<file path="config.mk">
export PLATFORM = sky130hd
export DESIGN_NAME = sync_fifo_param_flat
export DESIGN_NICKNAME = d
export VERILOG_FILES = /design/src/rtl/sync_fifo_param_pkg.sv /design/src/rtl/sync_fifo_param_if.sv /design/src/rtl/fifo_ram_dp.sv /design/src/rtl/sync_fifo_param.sv /design/src/flat_wrapper.sv
export SDC_FILE = /design/constraint.sdc
export NUM_CORES = 1
export LEC_CHECK = 0
export ABC_CLOCK_PERIOD_IN_PS = 1700
export CAP_MARGIN = 20
export CELL_PAD_IN_SITES_DETAIL_PLACEMENT = 0
export CELL_PAD_IN_SITES_GLOBAL_PLACEMENT = 1
export CORE_ASPECT_RATIO = 0.75
export CORE_MARGIN = 4
export CORE_UTILIZATION = 40
export DETAILED_ROUTE_END_ITERATION = 7
export PLACE_DENSITY_LB_ADDON = 0.1
export RECOVER_POWER = 50
export SLEW_MARGIN = 20
export SYNTH_ARGS = -nofsm -noshare
export SYNTH_HDL_FRONTEND = slang
export SYNTH_SLANG_ARGS = --single-unit
export TNS_END_PERCENT = 1
</file>
<file path="constraint.sdc">
create_clock -name clk -period 1.7 [get_ports clk]
set_input_delay 0.51 -clock clk [delete_from_list [all_inputs] [get_ports clk]]
set_output_delay 0.51 -clock clk [all_outputs]
set_load 0.01 [all_outputs]
</file>
<file path="src/rtl/sync_fifo_param_pkg.sv">
// Shared FIFO definitions: default geometry, read-mode constants and the per-cycle op type.
package sync_fifo_param_pkg;

    localparam int unsigned FIFO_DEF_DATA_WIDTH = 4;
    localparam int unsigned FIFO_DEF_ADDR_WIDTH = 3;

    localparam int unsigned FIFO_MODE_STD  = 0;
    localparam int unsigned FIFO_MODE_FWFT = 1;

    // Accepted operations for one cycle, after gating with full/empty.
    typedef struct packed {
        logic wr;
        logic rd;
    } fifo_op_t;

endpackage

</file>
<file path="src/rtl/sync_fifo_param_if.sv">
// Producer/consumer handshake and status bundle for sync_fifo_param.
interface sync_fifo_param_if
    import sync_fifo_param_pkg::*;
#(
    parameter int unsigned DATA_WIDTH = FIFO_DEF_DATA_WIDTH,
    parameter int unsigned ADDR_WIDTH = FIFO_DEF_ADDR_WIDTH
);

    logic                  wr_en;
    logic [DATA_WIDTH-1:0] wr_data;
    logic                  rd_en;
    logic [DATA_WIDTH-1:0] rd_data;
    logic                  rd_valid;
    logic                  full;
    logic                  empty;
    logic                  almost_full;
    logic                  almost_empty;
    logic [ADDR_WIDTH:0]   count;
    logic                  overflow;
    logic                  underflow;
    logic                  clr_err;

    modport master (
        output wr_en, wr_data, rd_en, clr_err,
        input  rd_data, rd_valid, full, empty, almost_full, almost_empty,
               count, overflow, underflow
    );

    modport slave (
        input  wr_en, wr_data, rd_en, clr_err,
        output rd_data, rd_valid, full, empty, almost_full, almost_empty,
               count, overflow, underflow
    );

endinterface

</file>
<file path="src/rtl/fifo_ram_dp.sv">
// DEPTH x DATA_WIDTH register array: synchronous write port, asynchronous read port.
module fifo_ram_dp #(
    parameter int unsigned DATA_WIDTH = 4,
    parameter int unsigned ADDR_WIDTH = 3
) (
    input  logic                  clk,
    input  logic                  we,
    input  logic [ADDR_WIDTH-1:0] waddr,
    input  logic [DATA_WIDTH-1:0] wdata,
    input  logic [ADDR_WIDTH-1:0] raddr,
    output logic [DATA_WIDTH-1:0] rdata
);

    localparam int unsigned DEPTH = 1 << ADDR_WIDTH;

    logic [DATA_WIDTH-1:0] mem [DEPTH];

    // Storage is intentionally not reset; pointers define what is valid.
    always_ff @(posedge clk) begin
        if (we) begin
            mem[waddr] <= wdata;
        end
    end

    assign rdata = mem[raddr];

endmodule

</file>
<file path="src/rtl/sync_fifo_param.sv">
// Single-clock parametrised FIFO with occupancy count, threshold flags,
// sticky overflow/underflow and optional first-word-fall-through read.
module sync_fifo_param
    import sync_fifo_param_pkg::*;
#(
    parameter int unsigned DATA_WIDTH    = FIFO_DEF_DATA_WIDTH,
    parameter int unsigned ADDR_WIDTH    = FIFO_DEF_ADDR_WIDTH,
    parameter int unsigned AFULL_THRESH  = 6,
    parameter int unsigned AEMPTY_THRESH = 2,
    parameter int unsigned FWFT          = FIFO_MODE_STD
) (
    input  logic             clk,
    input  logic             rst,
    sync_fifo_param_if.slave bus
);

    localparam int unsigned DEPTH = 1 << ADDR_WIDTH;
    localparam int unsigned CNT_W = ADDR_WIDTH + 1;

    if (AFULL_THRESH < 1 || AFULL_THRESH > DEPTH) begin : g_bad_afull
        $error("sync_fifo_param: AFULL_THRESH must be in 1..DEPTH");
    end
    if (AEMPTY_THRESH > DEPTH - 1) begin : g_bad_aempty
        $error("sync_fifo_param: AEMPTY_THRESH must be in 0..DEPTH-1");
    end
    if (FWFT > FIFO_MODE_FWFT) begin : g_bad_mode
        $error("sync_fifo_param: FWFT must be 0 or 1");
    end

    logic [ADDR_WIDTH-1:0] wr_ptr;
    logic [ADDR_WIDTH-1:0] rd_ptr;
    logic [CNT_W-1:0]      count_q;
    logic [CNT_W-1:0]      count_d;
    logic                  full_q;
    logic                  empty_q;
    logic                  afull_q;
    logic                  aempty_q;
    logic                  ovf_q;
    logic                  unf_q;
    logic [DATA_WIDTH-1:0] ram_rdata;
    fifo_op_t              acc_c;

    // Acceptance uses the registered flags, so a blocked op never touches state.
    always_comb begin
        acc_c    = '0;
        acc_c.wr = bus.wr_en && !full_q;
        acc_c.rd = bus.rd_en && !empty_q;
        count_d  = count_q;
        if (acc_c.wr && !acc_c.rd) begin
            count_d = count_q + CNT_W'(1);
        end else if (!acc_c.wr && acc_c.rd) begin
            count_d = count_q - CNT_W'(1);
        end
    end

    // Flags are registered from the next count so they track count exactly.
    always_ff @(posedge clk) begin
        if (rst) begin
            wr_ptr   <= '0;
            rd_ptr   <= '0;
            count_q  <= '0;
            full_q   <= 1'b0;
            empty_q  <= 1'b1;
            afull_q  <= 1'b0;
            aempty_q <= 1'b1;
            ovf_q    <= 1'b0;
            unf_q    <= 1'b0;
        end else begin
            if (acc_c.wr) wr_ptr <= wr_ptr + ADDR_WIDTH'(1);
            if (acc_c.rd) rd_ptr <= rd_ptr + ADDR_WIDTH'(1);
            count_q  <= count_d;
            full_q   <= (count_d == CNT_W'(DEPTH));
            empty_q  <= (count_d == '0);
            afull_q  <= (count_d >= CNT_W'(AFULL_THRESH));
            aempty_q <= (count_d <= CNT_W'(AEMPTY_THRESH));
            // Set beats clear when both happen in the same cycle.
            if (bus.wr_en && full_q) begin
                ovf_q <= 1'b1;
            end else if (bus.clr_err) begin
                ovf_q <= 1'b0;
            end
            if (bus.rd_en && empty_q) begin
                unf_q <= 1'b1;
            end else if (bus.clr_err) begin
                unf_q <= 1'b0;
            end
        end
    end

    fifo_ram_dp #(
        .DATA_WIDTH (DATA_WIDTH),
        .ADDR_WIDTH (ADDR_WIDTH)
    ) u_ram (
        .clk   (clk),
        .we    (acc_c.wr),
        .waddr (wr_ptr),
        .wdata (bus.wr_data),
        .raddr (rd_ptr),
        .rdata (ram_rdata)
    );

    if (FWFT == FIFO_MODE_FWFT) begin : g_fwft
        // Head word is presented directly; rd_en acts as a pop.
        assign bus.rd_data  = ram_rdata;
        assign bus.rd_valid = !empty_q;
    end else begin : g_std
        logic [DATA_WIDTH-1:0] rd_data_q;
        logic                  rd_valid_q;

        always_ff @(posedge clk) begin
            if (rst) begin
                rd_data_q  <= '0;
                rd_valid_q <= 1'b0;
            end else begin
                rd_valid_q <= acc_c.rd;
                if (acc_c.rd) rd_data_q <= ram_rdata;
            end
        end

        assign bus.rd_data  = rd_data_q;
        assign bus.rd_valid = rd_valid_q;
    end

    assign bus.full         = full_q;
    assign bus.empty        = empty_q;
    assign bus.almost_full  = afull_q;
    assign bus.almost_empty = aempty_q;
    assign bus.count        = count_q;
    assign bus.overflow     = ovf_q;
    assign bus.underflow    = unf_q;

endmodule

</file>
<file path="src/flat_wrapper.sv">
// flat-port wrapper written by rule: the top's interface ports become plain ports
module sync_fifo_param_flat import sync_fifo_param_pkg::*;
#(
    parameter int unsigned DATA_WIDTH    = FIFO_DEF_DATA_WIDTH,
    parameter int unsigned ADDR_WIDTH    = FIFO_DEF_ADDR_WIDTH,
    parameter int unsigned AFULL_THRESH  = 6,
    parameter int unsigned AEMPTY_THRESH = 2,
    parameter int unsigned FWFT          = FIFO_MODE_STD
)
  (clk, rst, bus_wr_en, bus_wr_data, bus_rd_en, bus_clr_err, bus_rd_data, bus_rd_valid, bus_full, bus_empty, bus_almost_full, bus_almost_empty, bus_count, bus_overflow, bus_underflow);
  sync_fifo_param_if #(.DATA_WIDTH(DATA_WIDTH), .ADDR_WIDTH(ADDR_WIDTH)) bus_i ();
  input  logic clk;
  input  logic rst;
  input wire logic [$bits(bus_i.wr_en)-1:0] bus_wr_en;
  input wire logic [$bits(bus_i.wr_data)-1:0] bus_wr_data;
  input wire logic [$bits(bus_i.rd_en)-1:0] bus_rd_en;
  input wire logic [$bits(bus_i.clr_err)-1:0] bus_clr_err;
  output wire logic [$bits(bus_i.rd_data)-1:0] bus_rd_data;
  output wire logic [$bits(bus_i.rd_valid)-1:0] bus_rd_valid;
  output wire logic [$bits(bus_i.full)-1:0] bus_full;
  output wire logic [$bits(bus_i.empty)-1:0] bus_empty;
  output wire logic [$bits(bus_i.almost_full)-1:0] bus_almost_full;
  output wire logic [$bits(bus_i.almost_empty)-1:0] bus_almost_empty;
  output wire logic [$bits(bus_i.count)-1:0] bus_count;
  output wire logic [$bits(bus_i.overflow)-1:0] bus_overflow;
  output wire logic [$bits(bus_i.underflow)-1:0] bus_underflow;
  assign bus_i.wr_en = bus_wr_en;
  assign bus_i.wr_data = bus_wr_data;
  assign bus_i.rd_en = bus_rd_en;
  assign bus_i.clr_err = bus_clr_err;
  assign bus_rd_data = bus_i.rd_data;
  assign bus_rd_valid = bus_i.rd_valid;
  assign bus_full = bus_i.full;
  assign bus_empty = bus_i.empty;
  assign bus_almost_full = bus_i.almost_full;
  assign bus_almost_empty = bus_i.almost_empty;
  assign bus_count = bus_i.count;
  assign bus_overflow = bus_i.overflow;
  assign bus_underflow = bus_i.underflow;
  sync_fifo_param #(.DATA_WIDTH(DATA_WIDTH), .ADDR_WIDTH(ADDR_WIDTH), .AFULL_THRESH(AFULL_THRESH), .AEMPTY_THRESH(AEMPTY_THRESH), .FWFT(FWFT)) u_core (.clk(clk), .rst(rst), .bus(bus_i));
endmodule
</file>
[Word-level counts from Yosys, hierarchy flattened]
Memories as Yosys holds them, arrays and structs flattened. A register that Yosys moved wholly into a read port is not among the register bits.
Index checks and enable logic that the tools add are counted.
Storage, ports and cells
  bits in registers: 17
  RAM bits: 32
  bits of input ports: 9
  output and inout port bits: 15
  word-level logic and storage cells: 38
  memories kept: 1
Memories
  u_core.u_ram.mem: words 8, width 4, read ports 1, clocked after Yosys merged registers in 1, wr ports 1, RTL line fifo_ram_dp.sv:16  | logic [DATA_WIDTH-1:0] mem [DEPTH];
Operators by class
  add/sub/neg operators: 4
  order comparisons: 2
  equality and inequality tests: 1
  multiplexer cells: 7
  reductions and logical operators: 13
Operators with widths (count)
  4-bit two-way mux: 2
  3-bit by 1-bit adder with 3-bit output, second input constant: 2
  1-bit logical AND: 6
  1-bit two-way mux: 5
  4-bit by 1-bit adder with 4-bit output, second input constant: 1
  4-bit == test, second input constant: 1
  4-bit by 3-bit greater-or-equal comparator with 1-bit output, second input constant: 1
  4-bit by 2-bit less-or-equal comparator with 1-bit output, second input constant: 1
  1-bit logical NOT: 4
  4-bit logical NOT: 1
  2-bit nonzero test: 2
  4-bit by 1-bit subtractor with 4-bit output, second input constant: 1

[Depth between registers and ports, before layout]
Gate-level depths: netlist (run 1).
  word-level depth: 7
  depth in mapped cells: 5
  mapped depth without buffers: 5

[Modules after synthesis]
A second synthesis (run 1) with hierarchy kept.
Unflattened totals
  cell total of the unflattened synthesis: 156
  area, all modules: 2244.7 um^2
By module, submodules not included
  fifo_ram_dp: times used 1, cells each 59, area each 1290.0 um^2, seq. area each 960.9 um^2
  sync_fifo_param: times used 1, cells each 97, area each 954.7 um^2, seq. area each 420.4 um^2

[Worst setup path after synthesis (run 1)]
Ideal clock, no wire load.
  kind: reg-to-reg
  start: register u_core.count_q[0] (netlist: u_core.bus.count[0])
  end: register u_core.empty_q (netlist: u_core.bus.empty)
  library setup time: 0.123 ns
  arrival: 1.457 ns
  required time: 1.577 ns
  path slack: 0.121 ns
  stages on the path, launching flop included: 6
  buffers on the path: 0
  period minus slack after synthesis: 1.579 ns
  path through: dfxtp_1 -> inv_1 -> ha_1 -> mux2_2 -> a21oi_2 -> a211oi_2
Between the ends
  cells in the longest elaborated chain, start to end: 4
  elaborated cells on any way between the ends: 5
Ends and longest elaborated chain
  start, declared: RTL line sync_fifo_param.sv:32  | logic [CNT_W-1:0] count_q;
  start signal, assigned: RTL line sync_fifo_param.sv:71  | count_q <= count_d;
  4-bit by 1-bit subtractor with 4-bit output: RTL line sync_fifo_param.sv:52  | count_d = count_q - CNT_W'(1);
  4-bit two-way mux: RTL line sync_fifo_param.sv:51  | end else if (!acc_c.wr && acc_c.rd) begin
  4-bit two-way mux *: RTL line sync_fifo_param.sv:49  | if (acc_c.wr && !acc_c.rd) begin
  4-bit logical NOT *: RTL line sync_fifo_param.sv:73  | empty_q <= (count_d == '0);
  end signal, assigned: RTL line sync_fifo_param.sv:73
  end, declared: RTL line sync_fifo_param.sv:35  | logic empty_q;
Every way passes the cells marked *; elsewhere a longest branch is shown, timed or not.
A chain may end at the register's enable or synchronous reset.

[Final worst setup path (run 1)]
  start: register u_core.g_std.rd_valid_q (netlist: u_core.bus.rd_valid)
  end: output bus_rd_valid
RTL lines
  start, declared: RTL line sync_fifo_param.sv:108  | logic rd_valid_q;
  start signal, assigned: RTL line sync_fifo_param.sv:115  | rd_valid_q <= acc_c.rd;
  end, declared: RTL line flat_wrapper.sv:19  | output wire logic [$bits(bus_i.rd_valid)-1:0] bus_rd_valid;
No word-level cell between the ends.

==> results of run 1 <==
logic make-up (layout without fill, tap and decap cells):
| logic type | Yosys count | in the layout |
|---|---|---|
| buffers and inverters | 9 | 61 |
| and+or+nand+nor | 44 | 44 |
| xor gates and xnor gates | 5 | 5 |
| muxes | 15 | 15 |
| adders and majority gates | 4 | 4 |
| DFF | 53 | 53 |
| AOI/OAI and AO/OA | 21 | 21 |
layout make-up:
cell class	count	area [µm²]
Inverter	4	15.0
Fill cell	479	2570
Timing Repair Buffer	49	419
Clock buffer	5	68.8
Multi-Input combinational cell	89	781
Sequential cell	53	1390
Clock inverter	3	17.5
Tap cell	75	93.8
repair_timing:
action | CTS | global route
pin swaps | 1 | 0
gates cloned | 0 | 0
gates resized for setup | 15 | 4
buffers inserted | 2 | 0
endpoints found under the setup margin | 35 | 4
worst reg2reg max path: cells and delay by family (launching register included):
family / cells / cell delay (ps)
muxes: 1 / 340
buffers and inverters: 1 / 60
AOI/OAI and AO/OA: 2 / 330
DFF: 1 / 400
adders and majority gates: 1 / 310
cell usage in the layout (no fill, tap or decap), types with 5 or more instances in the layout:
cell type	Yosys	routed
buf_4	0	23
nor3_1	6	6
dlygate4sd2_1	0	12
a21oi_1	6	6
clkbuf_8	0	5
dfxtp_1	21	18
mux4_2	8	8
edfxtp_1	32	32
nor2_1	13	13
nand2_1	9	9
dlygate4sd3_1	0	5
worst paths after layout:
| path | start | endpoint | cells past startpoint | slack [ps] |
|---|---|---|---|---|
| worst max-delay path | u_core.bus.rd_valid | bus_rd_valid | 1 | 60 |
| worst min-delay path | u_core.bus.overflow | u_core.bus.overflow | 2 | 500 |
| worst max register to register | u_core.bus.count[0] | u_core.bus.empty | 5 | 140 |
| worst min register to register | u_core.bus.overflow | u_core.bus.overflow | 2 | 500 |
flip-flops by register name, indices dropped and copies added (netlist names):
signal	flops
u_core.bus.almost_empty	1
u_core.bus.almost_full	1
u_core.bus.count	4
u_core.bus.empty	1
u_core.bus.full	1
u_core.bus.overflow	1
u_core.bus.rd_data	4
u_core.bus.rd_valid	1
u_core.bus.underflow	1
u_core.rd_ptr	3
u_core.u_ram.mem	32
u_core.wr_ptr	3
power groups by stage:
stage	combinational, mW	clock [mW]	sequential, mW
floorplan	0.395	0	1.58
global placement	0.772	0	1.56
detailed placement	0.778	0	1.56
CTS	0.764	0.690	1.54
global route	0.810	0.756	1.55
finish	0.742	0.679	1.53
Yosys cell counts, drive strengths merged:
cell | n | area [µm²]
a21o | 1 | 7.51
xor2 | 2 | 17.5
nor3b | 1 | 12.5
and2b | 3 | 25.0
o31ai | 1 | 7.51
nor4 | 2 | 12.5
clkbuf | 3 | 11.3
mux2 | 3 | 41.3
edfxtp | 32 | 961
nor2 | 15 | 80.1
o21ai | 4 | 20.0
o211ai | 1 | 7.51
mux2i | 4 | 40.0
nor2b | 1 | 13.8
buf | 2 | 16.3
a21oi | 7 | 38.8
o21a | 1 | 7.51
xnor2 | 3 | 26.3
a211oi | 2 | 25.0
nand2b | 4 | 32.5
a22oi | 4 | 48.8
nand2 | 9 | 33.8
inv | 4 | 15.0
mux4 | 8 | 180
nor3 | 7 | 40.0
ha | 4 | 50.1
and2 | 1 | 6.26
dfxtp | 21 | 420
and3 | 1 | 6.26
layer usage:
layer  vias to the layer above  global-route usage (%)  part of all wire (%)  wire (µm)
met5                         -                       0                     0          0
met4                         0                    3.85                  0.75         31
met3                         4                    3.21                   3.7        152
met2                        25                    20.8                    45       1870
met1                       656                    19.2                    50       2070
li1                        657                       -                     -          -
per-stage QoR:
step	power [mW]	instances	util (%)	hold slack (ps)	setup WS, ps
2_1_floorplan	1.98	151	-	495	121
3_3_place_gp	2.33	268	50.3	486	-393
3_5_place_dp	2.34	268	50.3	496	-429
4_1_cts	2.99	278	52.0	518	5.00
5_1_grt	3.11	278	51.9	560	1.90
6_report	2.96	278	51.9	504	55.8
==> qor.txt, run 1 <==
Internal: 2.15 mW
CP bufs+invs: 1
Crit-path max FO: 1
Slew Limit Fails: 0
Routed Antenna Nets: 0
Die Width: 93.7 µm
Die H: 72.3 µm
Clock Power Share: 23.0%
First-pass GRT wire length: 6980 µm
Fraction of layout cells with a size suffix above 1: 28.6%
WL final: 4130 µm
CTS tree: yes
Outcome: completed
CTS max path bufs: 2
Post-synthesis compound-gate area fraction: 7.38%
Worst vdd ir: 388 µV
Period utilization: 96.7%
Synth Instances: 151
Worst path cell trace: clkdlybuf4s50_1
Seq pwr share: 51.9%
DRC viols: 0
Fin nets: 215
CP max-delay cell: clkdlybuf4s50_1
Die area: 0.00678 mm²
Clock sink count: 53
# port buffers: 23
Leak: 1.07 nW
Final HPWL DP: 3120 µm
Initial core utilization: 41.2%
Area after DPL: 0.00269 mm²
H-tree lvl count: 2
Largest net degree at the start of global routing: 17
CP Launch Type: flop
Worst-margin pin slew: 464 ps
Post-Synth Simple-Gate Area: 11.9%
Min Clock Period, post-route: 1640 ps
Hold Violations, Final: 0
Warnings from Yosys: 0
Synth Net Count: 164
Routed length per instance: 14.8 µm
Ports: 24
Final setup violation count: 0
GPL Wtd Cong: 0.789
Number of max-cap violations: 0
Row Count: 23
Maximum achievable frequency: 0.608 GHz
Top delay family on crit path: buffers and inverters
CP Data Arrival Time: 1130 ps
P&R area growth vs syn: 26.1%
Crit path capture type: primary output
CTS buffer count: 5
Gr usage total: 13.5%
Post-Layout Inst Area: 0.00278 mm²
Vias per inst: 4.83
Yosys cell types: 39
Syn avg cell area: 14.6 µm²
Final TNS setup: 0 ps
Slew Limit Headroom: 69.0%
Crit path largest cell delay: 520 ps
Synth Cell Area: 0.00220 mm²
RSZ-0062 raised after global routing: false
Core area: 0.00535 mm²
Synthesized flop and latch total: 53
Worst skew pair latency: 300 ps
Antenna cell count: 0
Number of global-route vias before repair: 1,402
Via count: 1,342
Sw frac: 27.3%
Initial DRC count: 50
Post-Synth XOR/XNOR Area: 1.99%
Pwr dens: 1060 mW/mm²
HP Class: flop to flop
Combinational Power Share: 25.1%
Sw power: 808 µW
Total gr overflow: 0
Hold_buf cts: 0
Clk slew on worst S/H paths: 90 ps
Largest family of logic cells by synthesized area: simple AND/OR/NAND/NOR gates
Clk_skew: 7.43 ps
Drt first pass iters: 4
Antenna violations before repair: 0
Critical Path RT: 1190 ps
Register area share after synthesis: 62.7%
Critical path class: flop to primary output
Adder-cell share of the synthesized area: 2.27%
Root Driver: clkbuf_8
Post-synthesis mux area share: 11.9%
Power figures use the tool's default switching activity.
==> inputs of run 2 (changes only) <==
- CORE_UTILIZATION: 40 -> 35
==> run 2 against run 1 <==
  * Combinational power is 2% lower
  * Power is 0.22% higher
  * Worst hold slack hardly changed
  * Flip-flop and latch count stayed put
  * Highest routed layer unchanged
  * Clock-buffer cell count stayed put
  * Routed wire length is 7.9% higher
  * Sequential power hardly changed
==> qor.txt, run 2 (same netlist as run 1, synthesis figures left out) <==
Root Driver: clkbuf_8
Hold WS: 504 ps
Slew Limit Headroom: 65.7%
Hold path depth: 2
Final TNS setup: 0 ps
Critical Path RT: 1900 ps
Post-CTS Setup Bufs: 0
Maximum achievable frequency: 0.641 GHz
Largest reg by FF count: u_core.u_ram.mem
Most frequent cells in the layout: edfxtp_1 (32), buf_4 (21), dfxtp_1 (17)
Final setup violation count: 0
Ports: 24
CTS buffer count: 5
P&R area growth vs syn: 26.5%
Outcome: completed
Total gr overflow: 0
Pwr dens: 1060 mW/mm²
Vias per inst: 4.81
GPL Wtd Cong: 0.768
H-tree lvl count: 2
Combinational Power Share: 24.5%
DRC viols: 0
R2r worst-path depth: 5
Post-Layout Inst Area: 0.00279 mm²
WL final: 4450 µm
Max reg flops: 32
Period utilization: 91.7%
Row Count: 24
Crit path capture type: flop
First-pass GRT wire length: 7420 µm
Number of max-cap violations: 0
Internal: 2.14 mW
Initial DRC count: 70
Die H: 76.7 µm
Worst r2r dst: u_core.bus.empty
Die Width: 99.6 µm
Largest net degree at the start of global routing: 18
Worst skew pair latency: 310 ps
Leak: 1.08 nW
# port buffers: 23
Fraction of layout cells with a size suffix above 1: 29.1%
CTS max path bufs: 2
Via count: 1,353
HP Class: flop to flop
Die area: 0.00765 mm²
Core area: 0.00595 mm²
Final HPWL DP: 3400 µm
Crit-path max FO: 6
Routed length per instance: 15.8 µm
Number of global-route vias before repair: 1,401
CTS tree: yes
Fin nets: 215
Critical path class: flop to flop
Clk slew on worst S/H paths: 100 ps
Antenna violations before repair: 0
Seq pwr share: 51.9%
R2R Path Start: u_core.bus.count[0]
Gr usage total: 12.8%
FF-to-FF setup slack: 140 ps
Sw frac: 27.7%
Worst vdd ir: 325 µV
Slew Limit Fails: 0
Hold Violations, Final: 0
Area after DPL: 0.00271 mm²
Hold path start: u_core.bus.underflow
Commonest non-fill, non-tap cell in the layout: edfxtp_1
Worst Hold End: u_core.bus.underflow
Clock sink count: 53
Initial core utilization: 37.1%
Antenna cell count: 0
CP Data Arrival Time: 1760 ps
Min Clock Period, post-route: 1560 ps
RSZ-0062 raised after global routing: false
Sw power: 820 µW
Routed Antenna Nets: 0
CP Launch Type: flop
Clock Power Share: 23.5%
Hold_buf cts: 0
Worst-margin pin slew: 514 ps
Drt first pass iters: 4
Clk_skew: 10.9 ps
-- run 2: worst max-delay path by stage --
| stage | from | to | slack (ps) |
|---|---|---|---|
| finish | u_core.bus.count[0] | u_core.bus.empty | 140 |
| CTS | u_core.bus.empty | bus_empty | -100 |
| global route | bus_wr_en | u_core.bus.almost_full | 50 |
| floorplan | u_core.bus.count[0] | u_core.bus.empty | 120 |
| detailed placement | bus_wr_en | u_core.bus.almost_empty | -440 |
| global placement | bus_rd_en | u_core.bus.almost_empty | -430 |
-- run 2: per-stage QoR --
stage / power [mW] / std cells / util (%) / worst slack, ps
2_1_floorplan: 1.98 / 151 / - / 121
3_3_place_gp: 2.33 / 273 / 45.6 / -426
3_5_place_dp: 2.35 / 273 / 45.6 / -435
4_1_cts: 3.02 / 281 / 47.0 / -101
5_1_grt: 3.14 / 281 / 46.9 / 54.0
6_report: 2.96 / 281 / 46.9 / 141
-- run 2: power groups by stage --
stage          clock network [mW]  registers (mW)  logic [mW]
4_1_cts                     0.722            1.54       0.756
2_1_floorplan                   0            1.58       0.395
3_5_place_dp                    0            1.56       0.782
3_3_place_gp                    0            1.57       0.766
5_1_grt                     0.790            1.55       0.795
6_report                    0.697            1.54       0.727
-- run 2: critical path, cell delays in order, from the launching register on --
cell      delay, ps
dfxtp_2         400
inv_1            60
ha_1            310
mux2_2          350
a21oi_2         230
a211oi_2        100
-- run 2: cell type report --
cell class	instances	area [µm²]
inverters	4	15.0
repair buffers	49	420
multi-input cells	89	778
flip-flops and latches	53	1390
fillers	560	3160
clock buffers	5	68.8
clock inverters	3	22.5
well taps	78	97.6
-- run 2: metal layers --
metal	wire [µm]	global-route usage [%]	up-vias
met2	1940	18.1	24
met1	2240	19.1	658
li1	-	-	663
met5	0	0	-
met3	219	3.35	8
met4	54	3.68	0
-- run 2: timing repair --
action                     4_1_cts  5_1_grt
gates cloned                     0        0
pin swaps                        0        0
resized for setup               18        4
setup endpoints to repair       46        3
